File: config.mk
export PLATFORM = sky130hd
export DESIGN_NAME = uart_serial_monitor_flat
export DESIGN_NICKNAME = d
export VERILOG_FILES = /design/src/rtl/uart_serial_monitor_if.sv /design/src/rtl/uart_serial_monitor.sv /design/src/flat_wrapper.sv
export SDC_FILE = /design/constraint.sdc
export NUM_CORES = 1
export LEC_CHECK = 0
export CORE_MARGIN = 2
export CORE_UTILIZATION = 40
export DETAILED_ROUTE_END_ITERATION = 6
export PLACE_DENSITY_LB_ADDON = 0.05
export SLEW_MARGIN = 15
export SYNTH_ARGS = -nofsm -noshare
export SYNTH_HDL_FRONTEND = slang
export SYNTH_SLANG_ARGS = --single-unit
File: constraint.sdc
create_clock -name PCLK -period 2.7 [get_ports PCLK]
set_input_delay 0.27 -clock PCLK [delete_from_list [all_inputs] [get_ports PCLK]]
set_output_delay 0.27 -clock PCLK [all_outputs]
set_load 0.02 [all_outputs]
File: src/rtl/uart_serial_monitor_if.sv
`default_nettype none
// +----------------------------------------------------------------------------+
// | Module  : uart_serial_monitor_if                                           |
// | Purpose : Serial line, consumer handshake and status bundle for the        |
// |           UART serial monitor.                                             |
// | Rev     : 1.0  initial release                                             |
// +----------------------------------------------------------------------------+
interface uart_serial_monitor_if;
  logic        RX;
  logic        DATA_READY;
  logic        CLR_OVF;
  logic [7:0]  DATA_OUT;
  logic        DATA_VALID;
  logic        PARITY_ERR;
  logic        FRAMING_ERR;
  logic        OVERFLOW;
  logic [15:0] FRAME_COUNT;

  modport slave (
    input  RX, DATA_READY, CLR_OVF,
    output DATA_OUT, DATA_VALID, PARITY_ERR, FRAMING_ERR, OVERFLOW, FRAME_COUNT
  );

  modport master (
    output RX, DATA_READY, CLR_OVF,
    input  DATA_OUT, DATA_VALID, PARITY_ERR, FRAMING_ERR, OVERFLOW, FRAME_COUNT
  );
endinterface
`default_nettype wire

File: src/rtl/uart_serial_monitor.sv
`default_nettype none
// +----------------------------------------------------------------------------+
// | Module  : uart_serial_monitor                                              |
// | Purpose : Passive 16x-oversampling UART receiver reporting each byte with  |
// |           parity/framing status through a valid/ready holding register.   |
// | Option  : UART_MONITOR_MAJORITY_EN - 2-of-3 vote at tick counts 6/7/8.     |
// | Rev     : 1.0  initial release                                             |
// +----------------------------------------------------------------------------+
module uart_serial_monitor #(
  parameter int BAUD_VALUE = 1,
  parameter int PRG_BIT8   = 1,
  parameter int PRG_PARITY = 0
) (
  input  logic                 PCLK,
  input  logic                 PRESETN,
  uart_serial_monitor_if.slave mon
);

  localparam logic [12:0] c_BAUD       = 13'(BAUD_VALUE);
  localparam logic [2:0]  c_LAST_BIT   = (PRG_BIT8 != 0) ? 3'd7 : 3'd6;
  localparam logic        c_HAS_PARITY = (PRG_PARITY != 0);
  localparam logic        c_ODD        = (PRG_PARITY == 2);

  localparam logic [2:0] c_ST_IDLE    = 3'd0;
  localparam logic [2:0] c_ST_START   = 3'd1;
  localparam logic [2:0] c_ST_DATA    = 3'd2;
  localparam logic [2:0] c_ST_PARITY  = 3'd3;
  localparam logic [2:0] c_ST_STOP    = 3'd4;
  localparam logic [2:0] c_ST_HOLDOFF = 3'd5;

  logic        r_rx_meta;
  logic        r_rx_s;
  logic        r_rx_d;
  logic        w_fall;
  logic [12:0] r_baud;
  logic        w_tick;
  logic [3:0]  r_tcnt;
  logic        w_sample_tick;
  logic        w_end_tick;
  logic        w_sample_val;
  logic [2:0]  r_state;
  logic [2:0]  w_next;
  logic        w_frame_start;
  logic        w_tcnt_clr;
  logic        w_shift_en;
  logic        w_bit_next;
  logic        w_par_en;
  logic        w_frame_done;
  logic [2:0]  r_bitcnt;
  logic [7:0]  r_shift;
  logic [7:0]  w_data;
  logic        r_par_err;
  logic [7:0]  r_data_out;
  logic        r_valid;
  logic        r_par_out;
  logic        r_frm_out;
  logic        r_ovf;
  logic [15:0] r_frame_cnt;

  always_ff @(posedge PCLK) begin
    if (!PRESETN) begin
      r_rx_meta <= 1'b1;
      r_rx_s    <= 1'b1;
      r_rx_d    <= 1'b1;
    end else begin
      r_rx_meta <= mon.RX;
      r_rx_s    <= r_rx_meta;
      r_rx_d    <= r_rx_s;
    end
  end

  assign w_fall = r_rx_d & ~r_rx_s;
  assign w_tick = (r_baud == c_BAUD);

  // Restarting the divisor on the start edge centres every sample in its bit.
  always_ff @(posedge PCLK) begin
    if (!PRESETN) begin
      r_baud <= 13'd0;
    end else if (w_frame_start || w_tick) begin
      r_baud <= 13'd0;
    end else begin
      r_baud <= r_baud + 13'd1;
    end
  end

  always_ff @(posedge PCLK) begin
    if (!PRESETN) begin
      r_tcnt <= 4'd0;
    end else if (w_tcnt_clr) begin
      r_tcnt <= 4'd0;
    end else if (w_tick) begin
      r_tcnt <= r_tcnt + 4'd1;
    end
  end

`ifdef UART_MONITOR_MAJORITY_EN
  localparam logic [3:0] c_SAMPLE_TCNT = 4'd8;
  logic r_s6;
  logic r_s7;

  always_ff @(posedge PCLK) begin
    if (!PRESETN) begin
      r_s6 <= 1'b1;
      r_s7 <= 1'b1;
    end else begin
      if (w_tick && (r_tcnt == 4'd6)) r_s6 <= r_rx_s;
      if (w_tick && (r_tcnt == 4'd7)) r_s7 <= r_rx_s;
    end
  end

  assign w_sample_val = (r_s6 & r_s7) | (r_s6 & r_rx_s) | (r_s7 & r_rx_s);
`else
  localparam logic [3:0] c_SAMPLE_TCNT = 4'd7;
  assign w_sample_val = r_rx_s;
`endif

  assign w_sample_tick = w_tick && (r_tcnt == c_SAMPLE_TCNT);
  assign w_end_tick    = w_tick && (r_tcnt == 4'd15);

  always_ff @(posedge PCLK) begin
    if (!PRESETN) begin
      r_state <= c_ST_IDLE;
    end else begin
      r_state <= w_next;
    end
  end

  always_comb begin
    w_next = r_state;
    case (r_state)
      c_ST_IDLE:    if (w_fall) w_next = c_ST_START;
      c_ST_START: begin
        if (w_sample_tick && w_sample_val) w_next = c_ST_IDLE;
        else if (w_end_tick)               w_next = c_ST_DATA;
      end
      c_ST_DATA: begin
        if (w_end_tick && (r_bitcnt == c_LAST_BIT))
          w_next = c_HAS_PARITY ? c_ST_PARITY : c_ST_STOP;
      end
      c_ST_PARITY:  if (w_end_tick) w_next = c_ST_STOP;
      // Completing at mid-stop leaves half a bit to resynchronise on the next start.
      c_ST_STOP:    if (w_sample_tick) w_next = w_sample_val ? c_ST_IDLE : c_ST_HOLDOFF;
      c_ST_HOLDOFF: if (r_rx_s) w_next = c_ST_IDLE;
      default:      w_next = c_ST_IDLE;
    endcase
  end

  always_comb begin
    w_frame_start = 1'b0;
    w_shift_en    = 1'b0;
    w_bit_next    = 1'b0;
    w_par_en      = 1'b0;
    w_frame_done  = 1'b0;
    w_tcnt_clr    = (w_next != r_state);
    case (r_state)
      c_ST_IDLE:   w_frame_start = w_fall;
      c_ST_DATA: begin
        w_shift_en = w_sample_tick;
        w_bit_next = w_end_tick;
      end
      c_ST_PARITY: w_par_en     = w_sample_tick;
      c_ST_STOP:   w_frame_done = w_sample_tick;
      default:     ;
    endcase
  end

  // 7-bit frames finish one shift short, leaving the byte in the upper bits.
  assign w_data = (PRG_BIT8 != 0) ? r_shift : {1'b0, r_shift[7:1]};

  always_ff @(posedge PCLK) begin
    if (!PRESETN) begin
      r_bitcnt  <= 3'd0;
      r_shift   <= 8'd0;
      r_par_err <= 1'b0;
    end else begin
      if (w_frame_start) begin
        r_bitcnt  <= 3'd0;
        r_par_err <= 1'b0;
      end else if (w_bit_next) begin
        r_bitcnt <= r_bitcnt + 3'd1;
      end
      if (w_shift_en) r_shift <= {w_sample_val, r_shift[7:1]};
      if (w_par_en)   r_par_err <= ((^w_data) ^ w_sample_val) != c_ODD;
    end
  end

  always_ff @(posedge PCLK) begin
    if (!PRESETN) begin
      r_data_out  <= 8'd0;
      r_valid     <= 1'b0;
      r_par_out   <= 1'b0;
      r_frm_out   <= 1'b0;
      r_ovf       <= 1'b0;
      r_frame_cnt <= 16'd0;
    end else begin
      if (w_frame_done) begin
        r_frame_cnt <= r_frame_cnt + 16'd1;
        if (!r_valid || mon.DATA_READY) begin
          r_data_out <= w_data;
          r_par_out  <= r_par_err;
          r_frm_out  <= ~w_sample_val;
          r_valid    <= 1'b1;
        end
      end else if (r_valid && mon.DATA_READY) begin
        r_valid <= 1'b0;
      end
      // A fresh overflow outranks a coincident clear.
      if (w_frame_done && r_valid && !mon.DATA_READY) begin
        r_ovf <= 1'b1;
      end else if (mon.CLR_OVF) begin
        r_ovf <= 1'b0;
      end
    end
  end

  assign mon.DATA_OUT    = r_data_out;
  assign mon.DATA_VALID  = r_valid;
  assign mon.PARITY_ERR  = r_par_out;
  assign mon.FRAMING_ERR = r_frm_out;
  assign mon.OVERFLOW    = r_ovf;
  assign mon.FRAME_COUNT = r_frame_cnt;

endmodule
`default_nettype wire

File: src/flat_wrapper.sv
// flat-port wrapper written by rule: the top's interface ports become plain ports
module uart_serial_monitor_flat 
#(
  parameter int BAUD_VALUE = 1,
  parameter int PRG_BIT8   = 1,
  parameter int PRG_PARITY = 0
)
  (PCLK, PRESETN, mon_RX, mon_DATA_READY, mon_CLR_OVF, mon_DATA_OUT, mon_DATA_VALID, mon_PARITY_ERR, mon_FRAMING_ERR, mon_OVERFLOW, mon_FRAME_COUNT);
  uart_serial_monitor_if mon_i ();
  input  logic PCLK;
  input  logic PRESETN;
  input wire logic [$bits(mon_i.RX)-1:0] mon_RX;
  input wire logic [$bits(mon_i.DATA_READY)-1:0] mon_DATA_READY;
  input wire logic [$bits(mon_i.CLR_OVF)-1:0] mon_CLR_OVF;
  output wire logic [$bits(mon_i.DATA_OUT)-1:0] mon_DATA_OUT;
  output wire logic [$bits(mon_i.DATA_VALID)-1:0] mon_DATA_VALID;
  output wire logic [$bits(mon_i.PARITY_ERR)-1:0] mon_PARITY_ERR;
  output wire logic [$bits(mon_i.FRAMING_ERR)-1:0] mon_FRAMING_ERR;
  output wire logic [$bits(mon_i.OVERFLOW)-1:0] mon_OVERFLOW;
  output wire logic [$bits(mon_i.FRAME_COUNT)-1:0] mon_FRAME_COUNT;
  assign mon_i.RX = mon_RX;
  assign mon_i.DATA_READY = mon_DATA_READY;
  assign mon_i.CLR_OVF = mon_CLR_OVF;
  assign mon_DATA_OUT = mon_i.DATA_OUT;
  assign mon_DATA_VALID = mon_i.DATA_VALID;
  assign mon_PARITY_ERR = mon_i.PARITY_ERR;
  assign mon_FRAMING_ERR = mon_i.FRAMING_ERR;
  assign mon_OVERFLOW = mon_i.OVERFLOW;
  assign mon_FRAME_COUNT = mon_i.FRAME_COUNT;
  uart_serial_monitor #(.BAUD_VALUE(BAUD_VALUE), .PRG_BIT8(PRG_BIT8), .PRG_PARITY(PRG_PARITY)) u_core (.PCLK(PCLK), .PRESETN(PRESETN), .mon(mon_i));
endmodule
# Word level (Yosys, flattened, before mapping)
# Index checks and enable logic that the tools add are counted.
[totals]
ramBits = 0
n_memories = 0
ff_bits = 63
romBits = 0
latch_bits = 0
out_inout_bits = 28
input_bits = 5
word_cells = 76
[op_classes]
mul = 0
reduce_logical = 21
div = 0
n_addsub = 4
n_bitwise = 4
n_mux = 21
n_eq_ne = 11
magnitude_cmp = 0
n_shift = 0
[op_table]
columns = ["op", "count"]
rows = [
  ["two-way mux 3 bit", 8],
  ["one-hot mux 3 bit (6 select lines)", 1],
  ["adder 16 x 1 -> 16 bit (second input constant)", 1],
  ["adder 13 x 1 -> 13 bit (second input constant)", 1],
  ["== test 13 x 1 -> 1 bit (second input constant)", 1],
  ["two-way mux 1 bit", 12],
  ["== test 3 bit (second input constant)", 3],
  ["XOR reduction 8 bit", 1],
  ["logical AND 1 bit", 7],
  ["== test 3 x 2 -> 1 bit (second input constant)", 2],
  ["nonzero test 2 bit", 3],
  ["OR reduction 2 bit", 3],
  ["adder 4 x 1 -> 4 bit (second input constant)", 1],
  ["== test 4 x 3 -> 1 bit (second input constant)", 1],
  ["== test 4 bit (second input constant)", 1],
  ["AND reduction 2 bit", 2],
  ["adder 3 x 1 -> 3 bit (second input constant)", 1],
  ["== test 3 x 1 -> 1 bit (second input constant)", 1],
  ["logical NOT 3 bit", 1],
  ["inequality test 3 bit", 1],
  ["logical NOT 1 bit", 2],
  ["logical OR 1 bit", 2],
  ["inequality test 2 bit (second input constant)", 1],
  ["NOT 1 bit", 2],
  ["2 further kinds", 2],
]

# Depth between registers and ports, before layout
# Gate-level depths: netlist of run 1.
[logic_depth]
depth_word = 7
ltp_mapped = 8
depth_no_buf = 6

# Worst setup path after synthesis of run 1
# Ideal clock, no wire load.
[synth_path]
path_type = "reg-to-reg"
from = "register u_core.r_tcnt[0]"
to = "register u_core.r_frame_cnt[8], in the netlist u_core.mon.FRAME_COUNT[8]"
t_required_ns = 2.630
path_stages_with_launch = 7
synth_period_minus_slack_ns = 1.921
setup_time_ns = 0.070
slack_ns = 0.779
path_buffers = 1
t_arrival_ns = 1.851
path_cell_list = "dfxtp_1 > ha_1 > and3b_2 > clkbuf_1 > nand4_2 > or4_2 > a21oi_1"
[synth_via]
elab_chain_len = 3
[synth_rtl]
columns = ["item", "line_no", "text"]
rows = [
  ["start: declaration", "uart_serial_monitor.sv:37", "logic [3:0] r_tcnt;"],
  ["start signal: assignment", "uart_serial_monitor.sv:92", "r_tcnt <= r_tcnt + 4'd1;"],
  ["== test 4 x 3 -> 1 bit", "uart_serial_monitor.sv:117", "assign w_sample_tick = w_tick && (r_tcnt == c_SAMPLE_TCNT);"],
  ["logical AND 1 bit", "uart_serial_monitor.sv:117", ""],
  ["two-way mux 1 bit", "uart_serial_monitor.sv:155", "case (r_state)"],
  ["end signal: assignment", "uart_serial_monitor.sv:197", "r_frame_cnt <= r_frame_cnt + 16'd1;"],
  ["end: declaration", "uart_serial_monitor.sv:58", "logic [15:0] r_frame_cnt;"],
]
# No other way between the ends.
# A chain may end at the register's enable or synchronous reset.

# Worst setup path after layout of run 1
[layout_path]
from = "register u_core.r_baud[0]"
to = "register u_core.r_frame_cnt[8], in the netlist u_core.mon.FRAME_COUNT[8]"
[layout_via]
elab_chain_len = 3
[layout_rtl]
columns = ["item", "line_no", "text"]
rows = [
  ["start: declaration", "uart_serial_monitor.sv:35", "logic [12:0] r_baud;"],
  ["start signal: assignment", "uart_serial_monitor.sv:82", "r_baud <= r_baud + 13'd1;"],
  ["== test 13 x 1 -> 1 bit", "uart_serial_monitor.sv:73", "assign w_tick = (r_baud == c_BAUD);"],
  ["logical AND 1 bit", "uart_serial_monitor.sv:117", ""],
  ["two-way mux 1 bit", "uart_serial_monitor.sv:155", ""],
]
# No other way between the ends.

==> impl_metrics.yaml, run 1 <==
setup_path:
  arrival_ns: 2.41
  cp-start-kind: "flop"
  cp_max_fo: 16
  cp.required_ns: 2.97
  critical_path_buf_inv_count: 0
  rrSetupSlack_ns: 0.55
  crit_family: "simple AND/OR/NAND/NOR gates"
  path_class: "flop to flop"
  end_kind: "flop"
  path_cells: "ha_1 -> nor4b_4 -> nand4_2 -> or4_2 -> a21oi_1"
  cp_slowest_cell: "or4_2"
  slowest_delay_ns: 0.72
synth:
  synth_nets: 370
  yosys_most_used_dff: "dfxtp_1"
  ys_async_sr_fraction: 0
  synth-seq-cells: 63
  synth_area_sq_um: 3118
  yosysUniqueCellTypes: 51
  syn_inst: 359
  synth_edf_count: 0
  avgSynthCellArea_sq_um: 8.685
  yosysSeqAreaShare: 0.4045
  synth-warning-count: 0
drt:
  dr_total_vias: 2709
  drt-initial-drc-count: 176
  wl_per_cell_microns: 14.65
  viasPerCell: 5.451
  drt_wl_total_mm: 7.280
  met3_wirelength_microns: 284
  m1WireLength_mm: 3.651
  ant_nets: 0
  drc: 0
  highest_layer: "met4"
  route.met2.wl_mm: 3.206
  dr.pass1.iters: 4
sta:
  rsz0062_at_grt: "false"
  post-route-period-util: 0.7949
  finClkSkew_ns: 0.007923
  hold_viol: 0
  finalSetupTns_ns: 0
  max_freq_mhz: 465.9
  relSlewSlack: 0.6437
  slew_viol_final: 0
  period_needed_ns: 2.146
  worst_pin_slew_ns: 0.5312
  setup_viol: 0
floorplan:
  num_io_pins: 33
  die_x_microns: 92.29
  die_area_sq_um: 8517
  num_rows: 32
  die_h_microns: 92.29
  initial_core_util: 0.4077
  core_area_sq_um: 7647
pwr:
  peakVddDrop_mv: 0.2401
  power.density_nw_per_um2: 493.0
  p_leak_uw: 0.001213
clocking:
  cts_buffer_depth: 2
  cts_max_level: 3
  cts_tree: "yes"
  ctsResizeCount: 0
  cts.hold.buffers_added: 0
  clock-root-buffer: "clkbuf_8"
  clk_latency_ns: 0.34
  path_clk_slew_ns: 0.07
  cts_made_buffers: 9
  post-cts-setup-buffer-count: 0
  clock_sinks: 63
min_path:
  hp-class: "flop to flop"
grt:
  grt.overflow.total: 0
  first_global_vias: 2462
  antenna_found_initial: 0
  grt_pass1_wl_mm: 12.14
  grtUsageTotal: 0.1808
  grt_max_degree: 22
run_status:
  status: "complete, no violations"
finish:
  area_growth_pct: 19.06
  final_core_util: 0.4854
  drive_gt1_frac: 0.1013
  antenna_cells: 0
  nets: 402
placed_design:
  gp_congestion: 0.8545
  place_hpwl_mm: 5.086
  placement.io_buffers: 32
run:
  maxCapViolations: 0
## power breakdown
| part | switching [uW] | leakage (uW) | internal (uW) |
|---|---|---|---|
| logic | 82.4 | 0.000611 | 49.9 |
| clock network | 347 | 0.0000942 | 400 |
| registers | 10.7 | 0.000508 | 940 |
## cells in the mapped netlist (2+ instances only)
cell      instances  area (sq um)
dfxtp_1          63          1261
a21oi_1          42         210.2
nand3_1          40         200.2
o21ai_0          28         140.1
nor2_1           18         67.56
nand2_1          16         60.06
clkbuf_1         14         52.55
o31ai_1          13         97.59
xnor2_1          12         105.1
or4_1            11         82.58
nand4_1           8         50.05
inv_1             7         26.28
nand2b_1          7         43.79
and3_1            6         37.54
ha_1              6         75.07
or3_1             6         37.54
xor2_1            6         52.55
nor3_1            4         20.02
a211oi_1          3         22.52
and4_1            3         26.28
buf_6             3         33.78
mux2i_1           3         30.03
nor2b_1           3         18.77
or4_2             3         26.28
and2_1            2         12.51
buf_2             2         10.01
nor4_1            2         12.51
nor4_4            2         42.54
o221ai_1          2         17.52
o41ai_1           2         17.52
or4b_2            2         20.02
## per-stage QoR
stage	hold slack, ns	area (sq um)	setup slack [ns]	instances	power (uW)
2_1_floorplan	0.3430	3118	0.7789	359	1062
3_3_place_gp	0.3933	3530	0.5768	482	1105
3_5_place_dp	0.3998	3530	0.5545	482	1104
4_1_cts	0.4234	3712	0.5328	497	1862
5_1_grt	0.4471	3712	0.3663	497	1904
6_report	0.4146	3712	0.5538	497	1830
## state kept, by name (all words and copies together), names as in the netlist
register                flops
u_core.mon.FRAMING_ERR      1
u_core.r_rx_s               1
u_core.mon.DATA_OUT         8
u_core.r_rx_d               1
u_core.r_shift              8
u_core.r_par_err            1
u_core.mon.FRAME_COUNT     16
u_core.mon.OVERFLOW         1
u_core.r_rx_meta            1
u_core.r_bitcnt             3
u_core.r_state              3
u_core.mon.PARITY_ERR       1
u_core.r_tcnt               4
u_core.mon.DATA_VALID       1
u_core.r_baud              13
## cell families after synthesis
kind of cell | Yosys count | synth area share
adder cells (fa/ha/maj) | 6 | 0.02408
AO/OA/AOI/OAI | 97 | 0.1798
flip-flops | 63 | 0.4045
multiplexers | 3 | 0.009631
AND/OR/NAND/NOR | 142 | 0.2777
buffers and inverters | 29 | 0.04655
XOR/XNOR | 19 | 0.05778
## cells in the final DEF (no fill, tap or decap), drive strengths merged, types with 2 or more instances in the layout
cell	Yosys	final
or3	7	7
nor2b	3	3
o31ai	13	13
buf	6	11
and3	6	6
or4	14	14
nand4	9	9
or4b	2	2
clkdlybuf4s50	0	32
o41ai	2	2
nor4	4	4
nor2	18	18
xnor2	12	12
a21oi	42	42
xor2	6	6
clkbuf	15	12
ha	6	6
nor3b	2	2
nand3	40	40
a211oi	3	3
and2	2	2
o221ai	2	2
o21ai	28	28
nand2b	7	7
clkinv	0	2
nor3	5	5
dfxtp	63	63
nand2	16	16
and4	4	4
inv	7	7
mux2i	3	3
## final cells by class
| type | count | area (sq um) |
|---|---|---|
| Tap cell | 102 | 127.6 |
| Clock inverter | 3 | 17.52 |
| Clock buffer | 12 | 165.2 |
| Inverter | 7 | 26.28 |
| Timing Repair Buffer | 43 | 402.9 |
| Sequential cell | 63 | 1261 |
| Multi-Input combinational cell | 267 | 1712 |
| Fill cell | 746 | 3935 |
## worst paths after layout
check | start | end | cells after the start
worst max-delay path | u_core.r_baud[0]$_SDFF_PP0_ | u_core.mon.FRAME_COUNT[8]$_SDFFE_PN0P_ | 5
worst min-delay path | u_core.r_rx_meta$_SDFF_PN1_ | u_core.r_rx_s$_SDFF_PN1_ | 1
worst max register to register | u_core.r_baud[0]$_SDFF_PP0_ | u_core.mon.FRAME_COUNT[8]$_SDFFE_PN0P_ | 5
worst min register to register | u_core.r_rx_meta$_SDFF_PN1_ | u_core.r_rx_s$_SDFF_PN1_ | 1
## routing by layer
metal / vias up / GRT usage
met2: 59 / 0.2721
met3: 10 / 0.03011
met4: 0 / 0.08955
li1: 1393 / -
met1: 1247 / 0.2510
met5: - / 0
Power figures use the tool's default switching activity.
==> inputs of run 2 (changes only) <==
==> constraint.sdc (replaced) <==
create_clock -name PCLK -period 1.9 [get_ports PCLK]
set_input_delay 0.19 -clock PCLK [delete_from_list [all_inputs] [get_ports PCLK]]
set_output_delay 0.19 -clock PCLK [all_outputs]
set_load 0.02 [all_outputs]
==> run 2 against run 1 <==
Count of clock-buffer cells in the layout fell by 1. Hold slack improved by 0.00055 ns. Cell count rose by 9.7%. Routed wire length rose by 17%. Sequential cell count did not move. Clock power rose by 34%. Global-route usage rose by 1.1 points. Maximum frequency rose by 16%. Via count rose by 11%. Combinational power rose to 2.6 times the previous value. Critical path type unchanged. Critical endpoint is now u_core.mon.FRAME_COUNT[11]$_SDFFE_PN0P_. Largest power group unchanged.
==> impl_metrics.yaml, run 2 (synthesis gave the netlist of run 1 again) <==
drt:
  wl_per_cell_microns: 15.59
  route.met2.wl_mm: 3.930
  drt-initial-drc-count: 231
  met3_wirelength_microns: 301
  m1WireLength_mm: 4.060
  highest_layer: "met4"
  dr_total_vias: 3014
  viasPerCell: 5.530
  ant_nets: 0
  dr.pass1.iters: 4
  drc: 0
  drt_wl_total_mm: 8.495
pwr:
  switching_share: 0.2565
  p_sw_uw: 689.7
  seqPwrFrac: 0.501
  power_frac_clock: 0.372
  p_int_uw: 1999
  power_uw: 2689
  power.density_nw_per_um2: 626.7
  p_comb_frac: 0.127
  peakVddDrop_mv: 0.4497
  p_leak_uw: 0.001457
clocking:
  clock_sinks: 63
  cts_buffer_depth: 2
  path_clk_slew_ns: 0.07
  cts.hold.buffers_added: 0
  clk_latency_ns: 0.33
  cts_tree: "yes"
  cts_made_buffers: 9
  cts_max_level: 3
  clock-root-buffer: "clkbuf_8"
setup_path:
  rr_startpoint: "u_core.r_baud[12]$_SDFF_PP0_"
  rrSetupSlack_ns: 0.05
  rr_worst_depth: 6
  r2r_end: "u_core.mon.FRAME_COUNT[11]$_SDFFE_PN0P_"
  cp-startpoint: "u_core.r_baud[12]$_SDFF_PP0_"
  cp_max_fo: 5
  cp-start-kind: "flop"
  arrival_ns: 2.12
  crit_end: "u_core.mon.FRAME_COUNT[11]$_SDFFE_PN0P_"
  path_class: "flop to flop"
  cp.required_ns: 2.17
  end_kind: "flop"
finish:
  antenna_cells: 0
  drive_gt1_frac: 0.2664
  final_common_cell: "dfxtp_1"
  final_cell_count_no_fill: 545
  postLayoutCellArea_sq_um: 4290
  largest_register_ffs: 16
  nets: 450
  final_cell_mix: "dfxtp_1 (58), buf_4 (48), nand3_1 (36)"
  area_growth_pct: 37.60
placed_design:
  dp_cells: 512
  gp_congestion: 0.8899
  place_hpwl_mm: 5.591
  placement.io_buffers: 32
  place_area_sq_um: 3780
  preCtsSetupSlack_ns: -0.1509
sta:
  rsz0062_at_grt: "true"
  relSlewSlack: 0.6967
  setup_viol: 0
  period_needed_ns: 1.847
  worst_pin_slew_ns: 0.4503
  finalSetupTns_ns: 0
  post-route-period-util: 0.9719
  slew_viol_final: 0
  max_freq_mhz: 541.5
  hold_viol: 0
  setup_ws_ns: 0.05336
  finClkSkew_ns: 0.009549
floorplan:
  die_x_microns: 92.29
  die_area_sq_um: 8517
  num_io_pins: 33
  die_h_microns: 92.29
  initial_core_util: 0.4077
  core_area_sq_um: 7647
  num_rows: 32
grt:
  grt.overflow.total: 0
  antenna_found_initial: 0
  grtUsageTotal: 0.1917
  grt_max_degree: 20
  grt_pass1_wl_mm: 13.12
  first_global_vias: 2708
run_status:
  status: "complete, no violations"
min_path:
  hp-class: "flop to flop"
run:
  maxCapViolations: 0
-- run 2: cell count changes in the layout (fill, tap and decap cells not counted), sizes merged --
cell	delta
nand4	+1
buf	+46
clkinv	+1
-- run 2: area by class of cell --
type	count	area, sq um
inverters	7	26.28
clock buffers	11	141.4
clock inverters	4	22.52
repair buffers	90	812.0
flip-flops and latches	63	1267
well taps	102	127.6
multi-input cells	268	1893
fillers	724	3357
-- run 2: power by group through the flow --
| stage | combinational (uW) | clock, uW | sequential (uW) |
|---|---|---|---|
| CTS | 251 | 1030 | 1340 |
| floorplan | 133 | 0 | 1380 |
| detailed placement | 234 | 0 | 1370 |
| finish | 340 | 1000 | 1350 |
| global route | 361 | 1090 | 1350 |
| global placement | 234 | 0 | 1370 |
-- run 2: per-stage QoR --
| stage | hold slack [ns] | utilization |
|---|---|---|
| 3_3_place_gp | 0.3970 | 0.4943 |
| 6_report | 0.4152 | 0.5610 |
| 5_1_grt | 0.4296 | 0.5610 |
| 4_1_cts | 0.4125 | 0.5277 |
| 3_5_place_dp | 0.3991 | 0.4943 |
| 2_1_floorplan | 0.2630 | - |
-- run 2: how the worst min path moves through the flow --
stage | from | end | slack (ns) | cells after the start
6_report | u_core.r_rx_meta$_SDFF_PN1_ | u_core.r_rx_s$_SDFF_PN1_ | 0.42 | 1
5_1_grt | mon_RX | u_core.r_rx_meta$_SDFF_PN1_ | 0.43 | 2
4_1_cts | mon_RX | u_core.r_rx_meta$_SDFF_PN1_ | 0.41 | 2
3_5_place_dp | u_core.r_rx_meta$_SDFF_PN1_ | u_core.r_rx_s$_SDFF_PN1_ | 0.40 | 1
3_3_place_gp | u_core.r_rx_meta$_SDFF_PN1_ | u_core.r_rx_s$_SDFF_PN1_ | 0.40 | 1
2_1_floorplan | PRESETN | u_core.r_rx_meta$_SDFF_PN1_ | 0.26 | 1
-- run 2: worst max-delay path, cell delays in order, from the launching register on --
cell and delay (ns):
dfxtp_2 0.35, nor4_4 0.31, buf_4 0.19, nand4_4 0.15, buf_6 0.17, or4_4 0.48, a21oi_2 0.13
-- run 2: timing repair --
action	CTS	global route
gates cloned	1	3
gates resized for setup	8	39
pin swaps	2	15
endpoints found under the setup margin	18	46
buffers inserted	5	9
-- run 2: layer usage --
| metal | track usage | vias to the layer above |
|---|---|---|
| met5 | 0 | - |
| met4 | 0.07587 | 0 |
| met3 | 0.03906 | 14 |
| met2 | 0.3125 | 63 |
| met1 | 0.2496 | 1446 |
| li1 | - | 1491 |
